$ cat src/rtl/mem_port_arb_if.sv
// mem_port_arb_if: fetch, data and memory-side signals of the shared memory port arbiter.
interface mem_port_arb_if;
    logic        i_flush;
    logic        i_if_req;
    logic [31:0] i_if_addr;
    logic        o_if_gnt;
    logic        o_if_rvld;
    logic [31:0] o_if_rdata;
    logic        i_dm_req;
    logic        i_dm_wen;
    logic [31:0] i_dm_addr;
    logic [31:0] i_dm_wdata;
    logic [3:0]  i_dm_mask;
    logic        o_dm_gnt;
    logic        o_dm_rvld;
    logic [31:0] o_dm_rdata;
    logic        o_mem_req;
    logic        o_mem_wen;
    logic [31:0] o_mem_addr;
    logic [31:0] o_mem_wdata;
    logic [3:0]  o_mem_mask;
    logic        i_mem_ready;
    logic        i_mem_rvld;
    logic [31:0] i_mem_rdata;

    modport slave (
        input  i_flush, i_if_req, i_if_addr, i_dm_req, i_dm_wen, i_dm_addr, i_dm_wdata, i_dm_mask,
        input  i_mem_ready, i_mem_rvld, i_mem_rdata,
        output o_if_gnt, o_if_rvld, o_if_rdata, o_dm_gnt, o_dm_rvld, o_dm_rdata,
        output o_mem_req, o_mem_wen, o_mem_addr, o_mem_wdata, o_mem_mask
    );

    modport master (
        output i_flush, i_if_req, i_if_addr, i_dm_req, i_dm_wen, i_dm_addr, i_dm_wdata, i_dm_mask,
        output i_mem_ready, i_mem_rvld, i_mem_rdata,
        input  o_if_gnt, o_if_rvld, o_if_rdata, o_dm_gnt, o_dm_rvld, o_dm_rdata,
        input  o_mem_req, o_mem_wen, o_mem_addr, o_mem_wdata, o_mem_mask
    );
endinterface

$ cat src/rtl/mem_port_arb.sv
// mem_port_arb: single-outstanding arbiter of the unified memory port between fetch and data stages.
module mem_port_arb #(
    parameter int unsigned MAX_D_BURST = 4
) (
    input logic           i_clk,
    input logic           i_rst_n,
    mem_port_arb_if.slave bus
);
    typedef enum logic [1:0] {IDLE, WAIT_I, WAIT_D, DRAIN_I} state_t;

    state_t     state_q, state_d;
    logic [3:0] cnt_q, cnt_d;
    logic       idle, if_elig, pick_d, pick_i, gnt_d, gnt_i, mem_req;

    always_ff @(posedge i_clk or negedge i_rst_n) begin
        if (!i_rst_n) begin
            state_q <= IDLE;
            cnt_q   <= '0;
        end else begin
            state_q <= state_d;
            cnt_q   <= cnt_d;
        end
    end

    // Data normally wins; a pending fetch is forced through once the data burst hits its limit.
    always_comb begin
        idle    = state_q == IDLE;
        if_elig = bus.i_if_req & ~bus.i_flush;
        pick_d  = bus.i_dm_req & ~(if_elig & (cnt_q == 4'(MAX_D_BURST)));
        pick_i  = ~pick_d & if_elig;
        gnt_d   = idle & pick_d & bus.i_mem_ready;
        gnt_i   = idle & pick_i & bus.i_mem_ready;
        cnt_d   = gnt_i ? '0 : !gnt_d ? cnt_q : !if_elig ? '0 : cnt_q + 4'(cnt_q != 4'hF);
        state_d = gnt_d ? WAIT_D :
                  gnt_i ? WAIT_I :
                  (!idle && bus.i_mem_rvld) ? IDLE :
                  (state_q == WAIT_I && bus.i_flush) ? DRAIN_I : state_q;
    end

    // Outputs are gated by reset so they read zero the moment reset asserts, whatever the inputs.
    always_comb begin
        mem_req         = i_rst_n & idle & (pick_d | pick_i);
        bus.o_mem_req   = mem_req;
        bus.o_mem_wen   = mem_req & pick_d & bus.i_dm_wen;
        bus.o_mem_addr  = !mem_req ? '0 : pick_d ? bus.i_dm_addr : bus.i_if_addr;
        bus.o_mem_wdata = (mem_req & pick_d) ? bus.i_dm_wdata : '0;
        bus.o_mem_mask  = !mem_req ? '0 : pick_d ? bus.i_dm_mask : 4'hF;
        bus.o_dm_gnt    = i_rst_n & gnt_d;
        bus.o_if_gnt    = i_rst_n & gnt_i;
        bus.o_dm_rvld   = i_rst_n & (state_q == WAIT_D) & bus.i_mem_rvld;
        bus.o_if_rvld   = i_rst_n & (state_q == WAIT_I) & bus.i_mem_rvld & ~bus.i_flush;
        bus.o_dm_rdata  = bus.o_dm_rvld ? bus.i_mem_rdata : '0;
        bus.o_if_rdata  = bus.o_if_rvld ? bus.i_mem_rdata : '0;
    end
endmodule

$ cat src/flat_wrapper.sv
// flat-port wrapper written by rule: the top's interface ports become plain ports
module mem_port_arb_flat 
#(
    parameter int unsigned MAX_D_BURST = 4
)
  (i_clk, i_rst_n, bus_i_flush, bus_i_if_req, bus_i_if_addr, bus_i_dm_req, bus_i_dm_wen, bus_i_dm_addr, bus_i_dm_wdata, bus_i_dm_mask, bus_i_mem_ready, bus_i_mem_rvld, bus_i_mem_rdata, bus_o_if_gnt, bus_o_if_rvld, bus_o_if_rdata, bus_o_dm_gnt, bus_o_dm_rvld, bus_o_dm_rdata, bus_o_mem_req, bus_o_mem_wen, bus_o_mem_addr, bus_o_mem_wdata, bus_o_mem_mask);
  mem_port_arb_if bus_i ();
  input logic i_clk;
  input logic i_rst_n;
  input wire logic [$bits(bus_i.i_flush)-1:0] bus_i_flush;
  input wire logic [$bits(bus_i.i_if_req)-1:0] bus_i_if_req;
  input wire logic [$bits(bus_i.i_if_addr)-1:0] bus_i_if_addr;
  input wire logic [$bits(bus_i.i_dm_req)-1:0] bus_i_dm_req;
  input wire logic [$bits(bus_i.i_dm_wen)-1:0] bus_i_dm_wen;
  input wire logic [$bits(bus_i.i_dm_addr)-1:0] bus_i_dm_addr;
  input wire logic [$bits(bus_i.i_dm_wdata)-1:0] bus_i_dm_wdata;
  input wire logic [$bits(bus_i.i_dm_mask)-1:0] bus_i_dm_mask;
  input wire logic [$bits(bus_i.i_mem_ready)-1:0] bus_i_mem_ready;
  input wire logic [$bits(bus_i.i_mem_rvld)-1:0] bus_i_mem_rvld;
  input wire logic [$bits(bus_i.i_mem_rdata)-1:0] bus_i_mem_rdata;
  output wire logic [$bits(bus_i.o_if_gnt)-1:0] bus_o_if_gnt;
  output wire logic [$bits(bus_i.o_if_rvld)-1:0] bus_o_if_rvld;
  output wire logic [$bits(bus_i.o_if_rdata)-1:0] bus_o_if_rdata;
  output wire logic [$bits(bus_i.o_dm_gnt)-1:0] bus_o_dm_gnt;
  output wire logic [$bits(bus_i.o_dm_rvld)-1:0] bus_o_dm_rvld;
  output wire logic [$bits(bus_i.o_dm_rdata)-1:0] bus_o_dm_rdata;
  output wire logic [$bits(bus_i.o_mem_req)-1:0] bus_o_mem_req;
  output wire logic [$bits(bus_i.o_mem_wen)-1:0] bus_o_mem_wen;
  output wire logic [$bits(bus_i.o_mem_addr)-1:0] bus_o_mem_addr;
  output wire logic [$bits(bus_i.o_mem_wdata)-1:0] bus_o_mem_wdata;
  output wire logic [$bits(bus_i.o_mem_mask)-1:0] bus_o_mem_mask;
  assign bus_i.i_flush = bus_i_flush;
  assign bus_i.i_if_req = bus_i_if_req;
  assign bus_i.i_if_addr = bus_i_if_addr;
  assign bus_i.i_dm_req = bus_i_dm_req;
  assign bus_i.i_dm_wen = bus_i_dm_wen;
  assign bus_i.i_dm_addr = bus_i_dm_addr;
  assign bus_i.i_dm_wdata = bus_i_dm_wdata;
  assign bus_i.i_dm_mask = bus_i_dm_mask;
  assign bus_i.i_mem_ready = bus_i_mem_ready;
  assign bus_i.i_mem_rvld = bus_i_mem_rvld;
  assign bus_i.i_mem_rdata = bus_i_mem_rdata;
  assign bus_o_if_gnt = bus_i.o_if_gnt;
  assign bus_o_if_rvld = bus_i.o_if_rvld;
  assign bus_o_if_rdata = bus_i.o_if_rdata;
  assign bus_o_dm_gnt = bus_i.o_dm_gnt;
  assign bus_o_dm_rvld = bus_i.o_dm_rvld;
  assign bus_o_dm_rdata = bus_i.o_dm_rdata;
  assign bus_o_mem_req = bus_i.o_mem_req;
  assign bus_o_mem_wen = bus_i.o_mem_wen;
  assign bus_o_mem_addr = bus_i.o_mem_addr;
  assign bus_o_mem_wdata = bus_i.o_mem_wdata;
  assign bus_o_mem_mask = bus_i.o_mem_mask;
  mem_port_arb #(.MAX_D_BURST(MAX_D_BURST)) u_core (.i_clk(i_clk), .i_rst_n(i_rst_n), .bus(bus_i));
endmodule
$ cat config.mk
export PLATFORM = sky130hd
export DESIGN_NAME = mem_port_arb_flat
export DESIGN_NICKNAME = d
export VERILOG_FILES = /design/src/rtl/mem_port_arb_if.sv /design/src/rtl/mem_port_arb.sv /design/src/flat_wrapper.sv
export SDC_FILE = /design/constraint.sdc
export NUM_CORES = 1
export LEC_CHECK = 0
export BUFFER_PORTS_ARGS = -buffer_cell sky130_fd_sc_hd__buf_2
export CORE_AREA = 2 2 108 110
export DETAILED_ROUTE_END_ITERATION = 10
export DIE_AREA = 0 0 110 112
export GPL_TIMING_DRIVEN = 0
export HOLD_SLACK_MARGIN = 0.12
export PLACE_DENSITY = 0.61
export SLEW_MARGIN = 20
export SYNTH_ARGS = -nofsm -noshare
export SYNTH_HDL_FRONTEND = slang
export SYNTH_SLANG_ARGS = --single-unit
$ cat constraint.sdc
create_clock -name i_clk -period 1.7 [get_ports i_clk]
set_input_delay 0.085 -clock i_clk [delete_from_list [all_inputs] [get_ports i_clk]]
set_output_delay 0.085 -clock i_clk [all_outputs]
set_load 0.01 [all_outputs]
---- Yosys cells after proc, flatten, opt, wreduce, memory -nomap -nowiden ----
Index checks and enable logic that the tools add are counted.
word-level totals
  output and inout port bits .............. 138
  word-level logic and storage cells ...... 50
  latch bits .............................. 0
  memory bits (writable) .................. 0
  input port bits ......................... 140
  flip-flop bits (word level) ............. 6
  memories ................................ 0
  bits in read-only memories .............. 0
operators by class
  reductions and logical operators ........ 6
  multiply operators ...................... 0
  bitwise gates (word level) .............. 23
  div/mod/pow operators ................... 0
  multiplexer cells ....................... 14
  shift operators ......................... 0
  equality and inequality tests ........... 4
  add/subtract/negate cells ............... 1
  magnitude comparators ................... 0
operators with widths
  kind                  number
  $mux W32              5
  $mux W4               5
  $and A1 B1 Y1         19
  $mux W2               4
  $add A4 B1 Y4         1
  $eq A4 B3 Y1 const B  1
  $ne A4 B4 Y1 const B  1
  $reduce_bool A4 Y1    1
  $not A1 Y1            3
  $eq A2 B1 Y1 const B  1
  $eq A2 B2 Y1 const B  1
  $logic_and A1 B1 Y1   2
  $logic_not A2 Y1      1
  $reduce_bool A2 Y1    1
  $logic_not A1 Y1      1
  $or A1 B1 Y1          1

---- Logic depth before layout (Yosys ltp) ----
Gate-level depths: netlist of run 1.
  word-level depth ........................ 11
  mapped depth ............................ 6

---- Worst setup path before layout of run 1 ----
Ideal clock, no wire load.
  kind .................................... flip-flop to output port
  from .................................... register u_core.state_q[0]
  to ...................................... output bus_o_mem_wdata[10]
  cell stages (with the launch flop) ...... 7
  path slack .............................. 72 ps
  buffers on the path ..................... 3
  data arrival time ....................... 1543 ps
  required time ........................... 1615 ps
  path through ............................ dfrtp_1 -> buf_6 -> or3b_1 -> buf_6 -> a211oi_4 -> buf_6 -> and2_1
on the way
  cells in the longest elaborated chain, start to end .. 5
RTL lines
  item                         RTL line            RTL
  from (decl)                  mem_port_arb.sv:11  state_t state_q, state_d;
  from (signal assigned)       mem_port_arb.sv:20  state_q <= state_d;
  $logic_not A2 Y1             mem_port_arb.sv:27  idle = state_q == IDLE;
  $and A1 B1 Y1 (2 in series)  mem_port_arb.sv:42  mem_req = i_rst_n & idle & (pick_d | pick_i);
  $and A1 B1 Y1                mem_port_arb.sv:46  bus.o_mem_wdata = (mem_req & pick_d) ? bus.i_dm_wdata : '0;
  $mux W32                     mem_port_arb.sv:46
  to (decl)                    flat_wrapper.sv:30  output wire logic [$bits(bus_i.o_mem_wdata)-1:0] bus_o_mem_wdata;
No other way between the ends.

---- Final worst setup path of run 1 ----
  from .................................... register u_core.cnt_q[0]
  to ...................................... output bus_o_mem_wdata[27]
on the way
  cells in the longest elaborated chain, start to end .. 10
RTL lines
  item                    RTL line            RTL
  from (decl)             mem_port_arb.sv:12  logic [3:0] cnt_q, cnt_d;
  from (signal assigned)  mem_port_arb.sv:21  cnt_q <= cnt_d;
  $eq A4 B3 Y1 (*)        mem_port_arb.sv:29  pick_d = bus.i_dm_req & ~(if_elig & (cnt_q == 4'(MAX_D_BURST)));
  $and A1 B1 Y1 (*)       mem_port_arb.sv:29
  $not A1 Y1 (*)          mem_port_arb.sv:29
  $and A1 B1 Y1 (*)       mem_port_arb.sv:29
  $not A1 Y1              mem_port_arb.sv:30  pick_i = ~pick_d & if_elig;
  $and A1 B1 Y1           mem_port_arb.sv:30
  $or A1 B1 Y1            mem_port_arb.sv:42
  $and A1 B1 Y1           mem_port_arb.sv:42
  $and A1 B1 Y1 (*)       mem_port_arb.sv:46
  $mux W32 (*)            mem_port_arb.sv:46
Mark *: on every way between the ends. The rest lies on a longest branch, timed or not.

==> results of run 1 <==
cells by family after synthesis:
kind of cell,after synthesis,synth area share (%)
adder cells (fa/ha/maj),2,1.172
AND/OR/NAND/NOR,153,42.15
flip-flops,6,7.034
multiplexers,1,0.5275
AO/OA/AOI/OAI,113,39.80
buffers and inverters,38,9.320
tightest hold or removal path: cells and delay by family:
kind / cells / cell delay, ns
AO/OA/AOI/OAI: 1 / 0.12
buffers and inverters: 2 / 0.18
flip-flops by register name, indices dropped and copies added, names as in the netlist:
register / cells
u_core.cnt_q: 4
u_core.state_q: 2
cells in the final DEF (no fill, tap or decap), drive strengths merged:
cell and count:
nor2 4, nand2b 3, or3b 2, ha 2, nand4 1, a211oi 1, nor4b 3, o22ai 1
and2 97, nor2b 1, clkbuf 22, a32o 4, o211a 32, buf 327, inv 2, o21a 32
nand2 38, a21oi 38, a21o 1, mux2 1, nor3b 3, o21ai 3, dfrtp 6, a22o 1
nand3 1, dlygate4sd3 2
what timing repair did:
action	CTS	global route
setup endpoints to repair	138	135
resized for setup	109	111
buffers inserted	23	4
pin swaps	23	76
endpoints found under the hold margin	7	0
gates cloned	6	4
hold buffers	2	0
power by group:
group / internal (mW) / switching [mW] / total, mW
Sequential: 0.158 / 0.0157 / 0.173
Clock: 0.302 / 0.0797 / 0.382
Combinational: 0.640 / 0.562 / 1.20
Total: 1.10 / 0.657 / 1.76
final cells by class:
| cell class | count | area, um^2 | area share [%] |
|---|---|---|---|
| tap | 143 | 178.9 | 3.607 |
| inverter | 2 | 7.507 | 0.1514 |
| clock buffer | 3 | 75.07 | 1.514 |
| multi-input combinational | 269 | 2086 | 42.05 |
| sequential | 6 | 152.6 | 3.078 |
| buffer | 33 | 286.5 | 5.777 |
| timing repair buffer | 315 | 2173 | 43.82 |
layer usage:
layer  vias to the layer above  share of wire, %
met1                      1653                34
met4                         2               2.6
met3                        29               8.7
li1                       1717                 -
met5                         -             0.083
met2                       201                55
through the flow:
stage / hold WS [ns] / utilization, % / setup TNS (ns) / instances
6_report: 0.1986 / 44.38 / -12.55 / 771
2_1_floorplan: -0.2106 / - / 0 / 313
4_1_cts: 0.1680 / 40.40 / -25.30 / 767
3_3_place_gp: -0.06281 / 33.11 / -34.87 / 733
5_1_grt: 0.2130 / 44.38 / -16.90 / 771
3_5_place_dp: -0.06122 / 33.11 / -33.30 / 733
worst paths after layout:
kind / startpoint / end / slack, ns / depth (start not counted)
worst max-delay path: u_core.cnt_q[0]$_DFFE_PN0P_ / bus_o_mem_wdata[27] / -0.24 / 8
worst min-delay path: bus_i_mem_rvld / u_core.state_q[0]$_DFFE_PN0P_ / 0.20 / 3
worst max register to register: u_core.cnt_q[0]$_DFFE_PN0P_ / u_core.cnt_q[2]$_DFFE_PN0P_ / -0.06 / 8
worst min register to register: u_core.cnt_q[1]$_DFFE_PN0P_ / u_core.cnt_q[1]$_DFFE_PN0P_ / 0.63 / 1
max in group asynchronous: i_rst_n / u_core.state_q[0]$_DFFE_PN0P_ / 1.14 / 2
min in group asynchronous: i_rst_n / u_core.cnt_q[3]$_DFFE_PN0P_ / 0.33 / 2
==> impl.org, run 1 <==
** Logic synthesis
- Yosys printed 0 warnings.
- Cell taking the most area after synthesis :: and2_1
- Post-synthesis net count :: 455
- In this run, synthesis inferred 0 flip-flops with an integrated enable.
- Area share of the largest cell type after synthesis :: 24.33%
- List of most frequent post-synthesis cells :: and2_1 (83), a21oi_1 (38), nand2_1 (38), o211a_1 (32), o21a_1 (32)
- The cell area that synthesis handed to floorplanning was 0.002135 mm^2.
- Cell with the most instances after synthesis :: and2_1
- Register bit count reported by yosys :: 6
- In the synthesized netlist the dominant register cell turns out to be dfrtp_1.
- Proportion of synthesized flip-flops having asynchronous set or reset :: 100.0%
- Counting distinct cell types in the post-synthesis netlist gives 33.
- Summing the sequential cell areas from Yosys gives 7.034% of the chip area.
- Syn Inst Count :: 313
- Largest cells by area after synthesis :: and2_1 (24%), o211a_1 (15%), o21a_1 (11%), a21oi_1 (8.9%), dfrtp_1 (7.0%)
- Each instance of the synthesized netlist takes up on average 6.820 um^2.

** CTS
- Htree depth :: 1
- # clock sinks :: 6
- Clock insertion delay at the later pin of the skew report :: 0.23 ns
- Clock Tree Buf Depth :: 2
- After clock tree synthesis, the clock-pin slew on the worst setup and hold paths is 0.03 ns.
- The root buffer cell chosen for the clock tree is clkbuf_16.
- TritonCTS built the clock tree.
- Cts bufs inserted :: 3

** Route
- Routed wire length :: 13.27 mm
- The first TritonRoute pass finished after 4 iterations.
- Drt via density :: 4.672
- The final route contains 3602 vias.
- The detail route stage leaves a number of antenna-violating nets equal to 0.
- In the routed design, unresolved DRC markers number 0.
- Number of DRC violations after detailed-routing iteration 0 :: 122
- After detailed routing, the average wire length per cell comes to 17.21 um.

** Placed design
- At the placement stage, the worst setup path has a slack of -0.5388 ns.
- GP Congestion :: 0.8106
- Count of input and output buffers :: 277
- The placed instances occupy a cell area of 0.003700 mm^2.
- Final HPWL DP :: 10.04 mm

** Die
- Initial Util :: 19.10%
- Die Ht :: 112 um
- The initialized floorplan defines 39 standard-cell rows.
- Area of the placeable core :: 0.01117 mm^2
- 278 I/O pins were placed.
- The floorplan step defined a die boundary enclosing 0.01232 mm^2.
- Measured along the x axis, the die boundary spans 110 um.

** Layout
- The number of antenna diodes in the final layout is 0.
- For this run, the post-layout net count is 772.
- Cell area after layout :: 0.004960 mm^2
- From synthesis to final layout, the design area changed by 132.4%.
- The post-route netlist has 67.83% of its cells at a drive strength greater than 1.
- Fillcell total :: 1154

** Global routing
- For met1 alone, demand over resource in global routing was 18.10%.
- Initial antenna violation count :: 1
- In this run the most used layer during global routing was met2.
- Global routing used 18.75% of the available tracks across all layers.
- Met2 capacity usage during global routing :: 38.73%
- Met3 routing resource usage after global routing :: 3.396%
- Via count of the first global-routing pass :: 3415
- Global routing finished with a remaining overflow of 0.
- First-pass GRT wire length :: 17.62 mm
- Pin count of the biggest net entering global routing :: 11

** Min path
- In this run the worst hold path is classified as input pin to register.

** Power and ir drop
- Power comes to 1.756 mW.
- Summed over all cells, the static leakage comes to 2.938 nW.
- Areal power density over the cells :: 354.1 mW/mm^2
- VDD sags by at most 284.5 uV.

** Timing
- Endpoints failing setup :: 75
- Subtracting the final worst setup slack from the clock period gives 1.942 ns.
- Final max-slew violation count :: 0
- Crit path setup slack, layout :: -0.2423 ns
- Setup repair after global routing could not meet its margin everywhere.
- Final critical-path share of the clock period :: 114.3%
- Timing-limited maximum frequency :: 514.9 MHz
- Max transition margin :: 45.28%
- Slew of the pin with the lowest slew margin :: 0.8208 ns
- The final hold violation count came to 0.
- Final worst clock skew :: 0.001099 ns

** Worst setup path
- Grouping stages by cell kind, the critical path spends the most delay in buffers and inverters.
- On the critical path, the stage with the largest delay is an instance of dfrtp_1.
- Along the worst path, the maximum fanout reaches 8.
- Critical path, cell by cell :: nor4b_4, buf_6, buf_12, a211oi_4, buf_12, clkbuf_16, and2_2, buf_6
- Sort of element at the end of the critical path :: primary output
- The worst setup path is of the register to primary output kind.
- Crit path launch type :: register
- CP Data Required Time :: 1.62 ns
- The largest single stage delay on the critical path is 0.40 ns.
- The number of buffers and inverters on the critical path is 5.
- For the worst setup path, the data arrival time is 1.86 ns.

** Run status
- Result of the run :: complete, but fails checks
- Violations in the final reports :: negative setup slack

** Run
- Across the run, the number of max-cap violations was 0.
Note: power is estimated with default switching activity, not from simulation.
==> run 2: changes to the inputs <==
--- a/config.mk
+++ b/config.mk
@@ -5,7 +5,8 @@
 export SDC_FILE = /design/constraint.sdc
 export NUM_CORES = 1
 export LEC_CHECK = 0
-export BUFFER_PORTS_ARGS = -buffer_cell sky130_fd_sc_hd__buf_2
+export BUFFER_PORTS_ARGS = -buffer_cell sky130_fd_sc_hd__buf_4
+export CAP_MARGIN = 20
 export CORE_AREA = 2 2 108 110
 export DETAILED_ROUTE_END_ITERATION = 10
 export DIE_AREA = 0 0 110 112
@@ -16,3 +17,4 @@
 export SYNTH_ARGS = -nofsm -noshare
 export SYNTH_HDL_FRONTEND = slang
 export SYNTH_SLANG_ARGS = --single-unit
+export TNS_END_PERCENT = 50
==> run 2 against run 1 <==
  * The flow still finishes with violations (negative setup slack)
  * Sequential power about the same
  * Sequential share of layout area fell by 0.27 points
  * Hold slack worse by 0.018 ns
  * Via count unchanged
  * Register-to-register slack barely moved
  * Fmax rose by 0.89%
  * Critical path type unchanged
  * Critical endpoint is now bus_o_mem_wdata[23]
  * Largest power group unchanged
==> impl.org, run 2 (synthesis gave the netlist of run 1 again) <==
** Layout
- Flip-flop count of the largest register after layout :: 4
- Post-layout net count :: 770
- Growth of design area from synthesis to finish :: 154.6%
- Final standard cell utilization of the core :: 48.64%
- Largest register by flop count :: u_core.cnt_q
- # diodes :: 0
- The library cell used most frequently in the layout, excluding fill and tap cells, is buf_4.
- Summing all multi-input logic gate instances after layout gives 0.002001 mm^2.
- Cell area after layout :: 0.005435 mm^2
- Layout cells sized above 1 :: 64.86%
- The top cell types in the final layout, fill and taps aside, are buf_4 (236), buf_6 (70), and2_1 (65), nand2_1 (38).
- Counting the fill cells in the layout gives 1089.
- Summing all flip-flop and latch instances after layout gives 152.6 um^2.
- Largest registers in the final layout :: u_core.cnt_q (4), u_core.state_q (2)

** Route
- Average wire length per cell after detail routing :: 17.43 um
- Routed wire length :: 13.40 mm
- Number of DRC violations after detailed-routing iteration 0 :: 176
- The final route contains 3602 vias.
- In the routed design, unresolved DRC markers number 0.
- Remaining antenna violation count after routing :: 0
- Drt via density :: 4.684
- First-pass detailed-route iteration total :: 4

** CTS
- Clock slew seen by the registers of the worst setup and hold paths :: 0.03 ns
- CTS tree :: built
- Counting every sink on the clock net gives 6.
- Clock insertion delay at the later pin of the skew report :: 0.23 ns
- Cts bufs inserted :: 3
- The tree is rooted in a clkbuf_16.
- In this run the deepest clock path goes through 2 buffers.
- In this run the number of H-tree levels came out at 1.

** Power and ir drop
- Sequential share of power :: 9.2%
- Power spread over the standard cell area amounts to 343.3 mW/mm^2.
- Per report_power, the clock group accounts for 20.5% of the total.
- The analysis attributes to net switching a power of 0.6474 mW.
- Net switching is 34.69% of the power.
- The internal portion of the total power is 1.219 mW.
- Combinational power share :: 70.3%
- For this design the static power due to leakage is 3.020 nW.
- Across the VDD grid, the largest voltage drop is 401.1 uV.

** Global routing
- The number of antenna violations at the first check in global routing was 0.
- Residual overflow from global routing :: 0
- Global router's overall resource usage :: 19.61%
- Via count of the first global-routing pass :: 3628
- The first global-routing pass estimated 18.94 mm of wire.
- Pin count of the biggest net entering global routing :: 11

** Run status
- Result of the run :: complete, but fails checks
- The final reports fail on negative setup slack.

** Timing
- Slew of the pin with the lowest slew margin :: 0.7635 ns
- Hold timing on the final database bottoms out at a slack of 0.1804 ns.
- After layout, the minimum clock period comes to 1.925 ns.
- Timing-limited maximum frequency :: 519.5 MHz
- Setup repair after global routing missed its margin :: yes
- The number of max-slew violations in the final report came to 0.
- Endpoints failing setup :: 106
- Final critical-path share of the clock period :: 113.2%
- Crit path setup slack, layout :: -0.2251 ns
- Max transition margin :: 49.10%
- Clock skew on the completed layout was measured at 0.001234 ns.
- Fin. Hold Viols :: 0
- TNS Setup :: -15.96 ns

** Worst setup path
- Crit path launch type :: register
- CP Data Required Time :: 1.62 ns
- Number of cells on the critical path :: 6
- Data arrives at the worst endpoint at 1.84 ns.
- Critical path, cell by cell :: or3b_4, a211oi_4, buf_12, buf_8, and2_4, buf_4
- On the critical path, the stage with the largest delay is an instance of or3b_4.
- The critical path in this run is classified as register to primary output.
- Grouping stages by cell kind, the critical path spends the most delay in simple AND/OR/NAND/NOR gates.
- Sort of element at the end of the critical path :: primary output
- Register-to-register setup slack :: -0.06 ns
- The number of cells on the worst reg-to-reg path is 8.
- Of all nets on the critical path, the largest fanout is 10.
- On the worst path, the slowest cell contributes a delay of 0.43 ns.
- The number of buffers and inverters on the critical path is 3.

** Min path
- Worst Hold Class :: input pin to register
- The worst hold path passes through 3 cells.

** Die
- In this run the core area contains 39 standard-cell rows.
- The core region is 0.01117 mm^2.
- For this configuration, the core starts out at a cell density of 19.10%.
- IO Pins :: 278
- Die Ht :: 112 um
- Horizontal die dimension :: 110 um
- Die outline area :: 0.01232 mm^2

** Placed design
- Detailed placement finished with a half-perimeter wire length of 10.45 mm.
- Routability-driven placement finished with a final weighted congestion of 0.8380.
- Count of input and output buffers :: 277
- Placed instance area :: 0.004393 mm^2

** Run
- MaxCap Viol Count :: 0
[run 2: area by class of cell]
class	count	area share, %
sequential	6	2.808
timing repair buffer	313	50.09
clock buffer	3	1.381
tap	143	3.292
inverter	2	0.1381
multi-input combinational	269	36.81
buffer	33	5.479
[run 2: layer usage]
metal / track usage, % / share of wire [%] / vias to the layer above / routed length [um]
met5: 0 / 0 / - / 0
met4: 4.557 / 2.0 / 0 / 263
met1: 19.79 / 34 / 1667 / 4519
met2: 39.55 / 55 / 209 / 7306
li1: - / - / 1708 / -
met3: 3.923 / 9.8 / 18 / 1313
[run 2: power groups by stage]
stage | combinational [mW] | sequential, mW | clock, mW
final | 1.31 | 0.172 | 0.382
after global routing | 1.40 | 0.173 | 0.396
after CTS | 1.25 | 0.171 | 0.385
after detailed placement | 0.982 | 0.178 | 0
after global placement | 0.972 | 0.177 | 0
after floorplan | 0.426 | 0.174 | 0
[run 2: stage by stage]
stage	cells	setup slack [ns]	total power [mW]
6_report	769	-0.2251	1.866
5_1_grt	769	-0.2699	1.968
4_1_cts	762	-0.3765	1.807
3_5_place_dp	733	-0.4212	1.160
3_3_place_gp	733	-0.4226	1.149
2_1_floorplan	313	0.07211	0.5998
[run 2: worst register-to-register path: stages (launching register included)]
cell     delay (ns)
dfrtp_1        0.40
nor4b_4        0.29
buf_6          0.16
buf_12         0.15
buf_8          0.11
buf_6          0.10
buf_4          0.10
nor2_1         0.07
a32o_1         0.27
[run 2: path summary, 6_finish.rpt]
check / startpoint / to
worst max-delay path: u_core.state_q[1]$_DFFE_PN0P_ / bus_o_mem_wdata[23]
min in group asynchronous: i_rst_n / u_core.cnt_q[3]$_DFFE_PN0P_
worst max register to register: u_core.cnt_q[0]$_DFFE_PN0P_ / u_core.cnt_q[2]$_DFFE_PN0P_
worst min-delay path: bus_i_mem_rvld / u_core.state_q[0]$_DFFE_PN0P_
max in group asynchronous: i_rst_n / u_core.state_q[1]$_DFFE_PN0P_
worst min register to register: u_core.cnt_q[2]$_DFFE_PN0P_ / u_core.cnt_q[2]$_DFFE_PN0P_
[run 2: what timing repair did]
item                                    CTS  global route
setup buffers                            19             9
gates cloned                              5             2
pin swaps                                41            35
endpoints found under the setup margin  140           137
hold endpoints to repair                  7             0
hold buffers                              2             0
gates resized for setup                 130            73
